[src/rtl/return_stack_if.sv]
// Call/return port bundle between the control unit (master) and the return-address stack (slave).
interface return_stack_if #(
   parameter int WIDTH = 10,
   parameter int DEPTH = 8
);
   logic                     push;
   logic                     pop;
   logic [WIDTH-1:0]         pc_in;
   logic [WIDTH-1:0]         top_out;
   logic                     empty;
   logic                     full;
   logic [$clog2(DEPTH):0]   count;
   logic                     overflow;
   logic                     underflow;

   modport master (
      output push, pop, pc_in,
      input  top_out, empty, full, count, overflow, underflow
   );

   modport slave (
      input  push, pop, pc_in,
      output top_out, empty, full, count, overflow, underflow
   );
endinterface

[src/rtl/return_stack.sv]
// Circular LIFO of return addresses with occupancy count and sticky overflow/underflow flags.
module return_stack #(
   parameter int WIDTH = 10,
   parameter int DEPTH = 8
) (
   input logic           clk,
   input logic           reset,
   return_stack_if.slave rs
);
   localparam int PW = $clog2(DEPTH);
   localparam int CW = PW + 1;

   logic [WIDTH-1:0] mem [DEPTH];
   logic [PW-1:0]    wp;
   logic [PW-1:0]    wp_nxt;
   logic [PW-1:0]    top_idx;
   logic [CW-1:0]    count;
   logic [CW-1:0]    count_nxt;
   logic             overflow;
   logic             underflow;
   logic             empty;
   logic             full;
   logic             wr_en;
   logic [PW-1:0]    wr_addr;

   assign empty   = (count == '0);
   assign full    = (count == CW'(DEPTH));
   assign top_idx = wp - PW'(1);

   // push+pop on a non-empty stack replaces the top in place; otherwise writes go to the next free slot
   always_comb begin
      wr_en     = rs.push;
      wr_addr   = (rs.pop && !empty) ? top_idx : wp;
      wp_nxt    = wp;
      count_nxt = count;
      unique case ({rs.push, rs.pop})
         2'b10: begin
            wp_nxt = wp + PW'(1);
            if (!full)
               count_nxt = count + CW'(1);
         end
         2'b01: begin
            if (!empty) begin
               wp_nxt    = top_idx;
               count_nxt = count - CW'(1);
            end
         end
         2'b11: begin
            if (empty) begin
               wp_nxt    = wp + PW'(1);
               count_nxt = CW'(1);
            end
         end
         default: ;
      endcase
   end

   always_ff @(posedge clk or negedge reset) begin
      if (!reset) begin
         wp        <= '0;
         count     <= '0;
         overflow  <= 1'b0;
         underflow <= 1'b0;
      end else begin
         wp    <= wp_nxt;
         count <= count_nxt;
         if (rs.push && !rs.pop && full)
            overflow <= 1'b1;
         if (rs.pop && empty)
            underflow <= 1'b1;
      end
   end

   // storage is deliberately not reset; validity is tracked by count
   always_ff @(posedge clk) begin
      if (wr_en)
         mem[wr_addr] <= rs.pc_in;
   end

   assign rs.top_out   = empty ? '0 : mem[top_idx];
   assign rs.empty     = empty;
   assign rs.full      = full;
   assign rs.count     = count;
   assign rs.overflow  = overflow;
   assign rs.underflow = underflow;
endmodule

[src/flat_wrapper.sv]
// flat-port wrapper written by rule: the top's interface ports become plain ports
module return_stack_flat 
#(
   parameter int WIDTH = 10,
   parameter int DEPTH = 8
)
  (clk, reset, rs_push, rs_pop, rs_pc_in, rs_top_out, rs_empty, rs_full, rs_count, rs_overflow, rs_underflow);
  return_stack_if #(.WIDTH(WIDTH), .DEPTH(DEPTH)) rs_i ();
  input logic clk;
  input logic reset;
  input wire logic [$bits(rs_i.push)-1:0] rs_push;
  input wire logic [$bits(rs_i.pop)-1:0] rs_pop;
  input wire logic [$bits(rs_i.pc_in)-1:0] rs_pc_in;
  output wire logic [$bits(rs_i.top_out)-1:0] rs_top_out;
  output wire logic [$bits(rs_i.empty)-1:0] rs_empty;
  output wire logic [$bits(rs_i.full)-1:0] rs_full;
  output wire logic [$bits(rs_i.count)-1:0] rs_count;
  output wire logic [$bits(rs_i.overflow)-1:0] rs_overflow;
  output wire logic [$bits(rs_i.underflow)-1:0] rs_underflow;
  assign rs_i.push = rs_push;
  assign rs_i.pop = rs_pop;
  assign rs_i.pc_in = rs_pc_in;
  assign rs_top_out = rs_i.top_out;
  assign rs_empty = rs_i.empty;
  assign rs_full = rs_i.full;
  assign rs_count = rs_i.count;
  assign rs_overflow = rs_i.overflow;
  assign rs_underflow = rs_i.underflow;
  return_stack #(.WIDTH(WIDTH), .DEPTH(DEPTH)) u_core (.clk(clk), .reset(reset), .rs(rs_i));
endmodule
[config.mk]
export PLATFORM = sky130hd
export DESIGN_NAME = return_stack_flat
export DESIGN_NICKNAME = d
export VERILOG_FILES = /design/src/rtl/return_stack_if.sv /design/src/rtl/return_stack.sv /design/src/flat_wrapper.sv
export SDC_FILE = /design/constraint.sdc
export NUM_CORES = 1
export LEC_CHECK = 0
export BUFFER_PORTS_ARGS = -buffer_cell sky130_fd_sc_hd__buf_4
export CAP_MARGIN = 20
export CORE_MARGIN = 2
export CORE_UTILIZATION = 59
export CTS_CLUSTER_DIAMETER = 50
export DETAILED_ROUTE_END_ITERATION = 6
export GPL_ROUTABILITY_DRIVEN = 0
export PLACE_DENSITY = 0.87
export RECOVER_POWER = 50
export SLEW_MARGIN = 10
export SYNTH_ARGS = -nofsm -noshare
export SYNTH_HDL_FRONTEND = slang
export SYNTH_SLANG_ARGS = --single-unit
[constraint.sdc]
create_clock -name clk -period 3 [get_ports clk]
set_input_delay 0.3 -clock clk [delete_from_list [all_inputs] [get_ports clk]]
set_output_delay 0.3 -clock clk [all_outputs]
set_load 0.05 [all_outputs]
==> run_results.csv <==
group,metric,value,unit
worst_hold_path,min_from,"rs_pop",
floorplan,fp.dieW,85.7,um
global_routing,grt_max_degree,71,
synth,synthCells,279,
clock_tree,clockBufferDepth,2,
setup_path,slowest_delay,0.67,ns
synth,synth_top_cell_by_area,"edfxtp_1",
setup_path,critical_path.slowest_cell,"a2111oi_0",
clock_tree,path_clk_slew,0.08,ns
layout,syn2layout_area_growth,15.4,%
worst_hold_path,hp-class,"input pin to register",
synth,syn_avg_cell_area,14.1,um2
synth,synth_edf_count,80,
setup_path,crit_type,"register to output port",
setup_path,endpoint_kind,"output port",
route,drt-initial-drc-count,249,
synth,yosys-top-cells-area,"edfxtp_1 61%, dfrtp_1 5.7%, mux2_2 5.7%",
layout,regArea,2630,um2
floorplan,core-area,6420,um2
setup_path,reg2reg_slack,0.56,ns
worst_hold_path,min_to,"u_core.rs.underflow",
layout,antenna_cells,0,
synth,synthFlopType,"edfxtp_1",
synth,yosys-top-cells-count,"80 x edfxtp_1, 22 x nor2b_1, 20 x mux2_2",
timing,rsz0062_at_grt,"false",
global_routing,overflow,0,
global_routing,grtUsageTotal,0.230,
run_status,outcome,"finished, violations left",
floorplan,die_area,7350,um2
layout,multi_input_area,1290,um2
timing,fin_worst_skew,0.00976,ns
global_routing,grt_first_pass_wirelength,12.5,mm
setup_path,arrival,2.53,ns
setup_path,r2r_cells,6,
floorplan,fp-row-count,29,
timing,fin_crit,2.83,ns
route,routedWlPerCell,20.1,um
run,cap_violations,0,
timing,hold_violations,0,
clock_tree,cts_tree,"yes",
worst_hold_path,holdPathStages,2,
clock_tree,numCtsBuffers,9,
clock_tree,cts-root-buf,"clkbuf_8",
run_status,violations,"DRC",
floorplan,die_h,85.7,um
setup_path,r2r_start,"u_core.wp[1]",
setup_path,cp_data_required_time,2.70,ns
setup_path,reg2reg_to,"u_core.mem[6][9]",
timing,setup_tns,0,ns
timing,maxSlewViolCount,0,
synth,synth_top_cell_area_share,0.610,
synth,netlist_area,3940,um2
setup_path,worst-path-max-fanout,9,
placement,io_buffer_count,31,
layout,drive_gt1_frac,0.271,
timing,setup_viol,0,
synth,syn_nets,296,
route,ant_nets,0,
setup_path,start_kind,"register",
synth,yosysMostFrequentCell,"edfxtp_1",
synth,async_reset_ff_frac,0.101,
route,wirelength,7.98,mm
clock_tree,htreeDepth,3,
floorplan,io_pins,32,
floorplan,start_util,0.614,
synth,synth_seq_area_share,0.667,
global_routing,grt_pass1_vias,2379,
layout,fill_cells,422,
setup_path,crit_chain,"inv_1 -> ha_2 -> xnor2_4 -> buf_4 -> a2111oi_0 -> nor4_2 -> buf_4",
global_routing,antenna_found_initial,0,
setup_path,cp_top_family,"compound AO/OA/AOI/OAI gates",
layout,final_nets,333,
synth,yosys_warnings,0,
route,drt-vias-per-instance,6.34,
placement,hpwl,5.32,mm
clock_tree,clock-sinks,89,
clock_tree,insertion_delay,0.36,ns
timing,fmax,354,MHz
setup_path,crit_top_cell,"buf_4",
setup_path,cp.buffers_inverters,3,
timing,relSlewSlack,0.480,
route,first_pass_iters,6,
timing,tightestPinTransition,0.761,ns
synth,synth_seq_cells,89,
route,vias,2522,
route,route.detailed.drc,2,
timing,period_share,0.943,
synth,synth_cell_type_count,42,
metrics by stage:
step                setup WS (ns)  utilization  hold slack (ns)  std cells  instance area, um2
floorplan                  0.0685            -          0.00441        279                4000
global placement            0.484        0.680            0.132        381                4370
detailed placement          0.329        0.680            0.132        381                4370
CTS                        0.0139        0.713            0.164        398                4580
global route               0.0129        0.708            0.294        398                4550
finish                      0.171        0.708            0.285        398                4550
state kept, by name (all words and copies together) (netlist names):
| name | flops |
|---|---|
| u_core.rs.count | 4 |
| u_core.rs.underflow | 1 |
| u_core.mem | 80 |
| u_core.rs.overflow | 1 |
| u_core.wp | 3 |
worst max path at each step:
stage | from | endpoint | slack, ns | cells past startpoint
floorplan | u_core.rs.count[1] | rs_full | 0.07 | 2
global placement | u_core.wp[1] | rs_top_out[4] | 0.48 | 8
detailed placement | u_core.wp[1] | rs_top_out[7] | 0.33 | 8
CTS | u_core.wp[1] | rs_top_out[7] | 0.01 | 7
global route | u_core.wp[1] | rs_top_out[2] | 0.01 | 7
finish | u_core.wp[1] | rs_top_out[8] | 0.17 | 7
layout by cell type (no fill, tap or decap), types with 2 or more instances in the layout:
master,Yosys,final
a211oi_1,10,10
clkbuf_8,0,9
edfxtp_1,80,80
nand4_1,4,4
or4_1,4,4
o21ai_0,7,7
ha_1,3,2
clkinvlp_4,0,2
nor4_2,0,10
dfrtp_1,9,8
a21o_1,2,2
nor2_1,8,8
clkbuf_1,12,15
nor2b_1,22,22
nand2b_1,4,2
inv_1,3,3
o21a_1,2,2
xnor2_1,4,4
o22ai_1,11,11
mux2_2,20,20
nor3_1,4,4
nand2_1,6,5
nand3_1,6,6
o311ai_0,2,2
buf_4,0,34
nor4_1,12,2
xor2_1,2,2
a21boi_1,5,5
a2111oi_0,10,10
cell families (layout without fill, tap and decap cells):
| logic type | count (synthesis) | in the layout | synth area share |
|---|---|---|---|
| adders and majority gates | 4 | 4 | 0.0121 |
| DFF | 89 | 89 | 0.667 |
| buffers and inverters | 26 | 68 | 0.0283 |
| and+or+nand+nor | 75 | 75 | 0.110 |
| AOI/OAI and AO/OA | 58 | 58 | 0.109 |
| muxes | 20 | 20 | 0.0571 |
| xor gates and xnor gates | 7 | 7 | 0.0175 |
area by class of cell:
type	count	share of cell area
Clock inverter	6	0.0162
Sequential cell	89	0.578
Clock buffer	10	0.0281
Tap cell	77	0.0212
Multi-Input combinational cell	164	0.284
Inverter	3	0.00248
Timing Repair Buffer	49	0.0699
what timing repair did:
action | CTS | global route
hold buffers | 1 | 0
hold endpoints to repair | 9 | 0
buffers inserted | 0 | 0
pin swaps | 0 | 0
resized for setup | 1 | 5
endpoints found under the setup margin | 4 | 10
per-layer routing:
layer | GRT usage | part of all wire | up-vias
met3 | 0.0443 | 0.088 | 12
li1 | - | - | 1176
met5 | 0 | 0 | -
met1 | 0.308 | 0.41 | 1224
met4 | 0.0996 | 0.012 | 0
met2 | 0.373 | 0.49 | 110
Power is left out: the tool's default activity adds up to more than one toggle a clock period on the data nets, which glitch-free logic cannot reach.
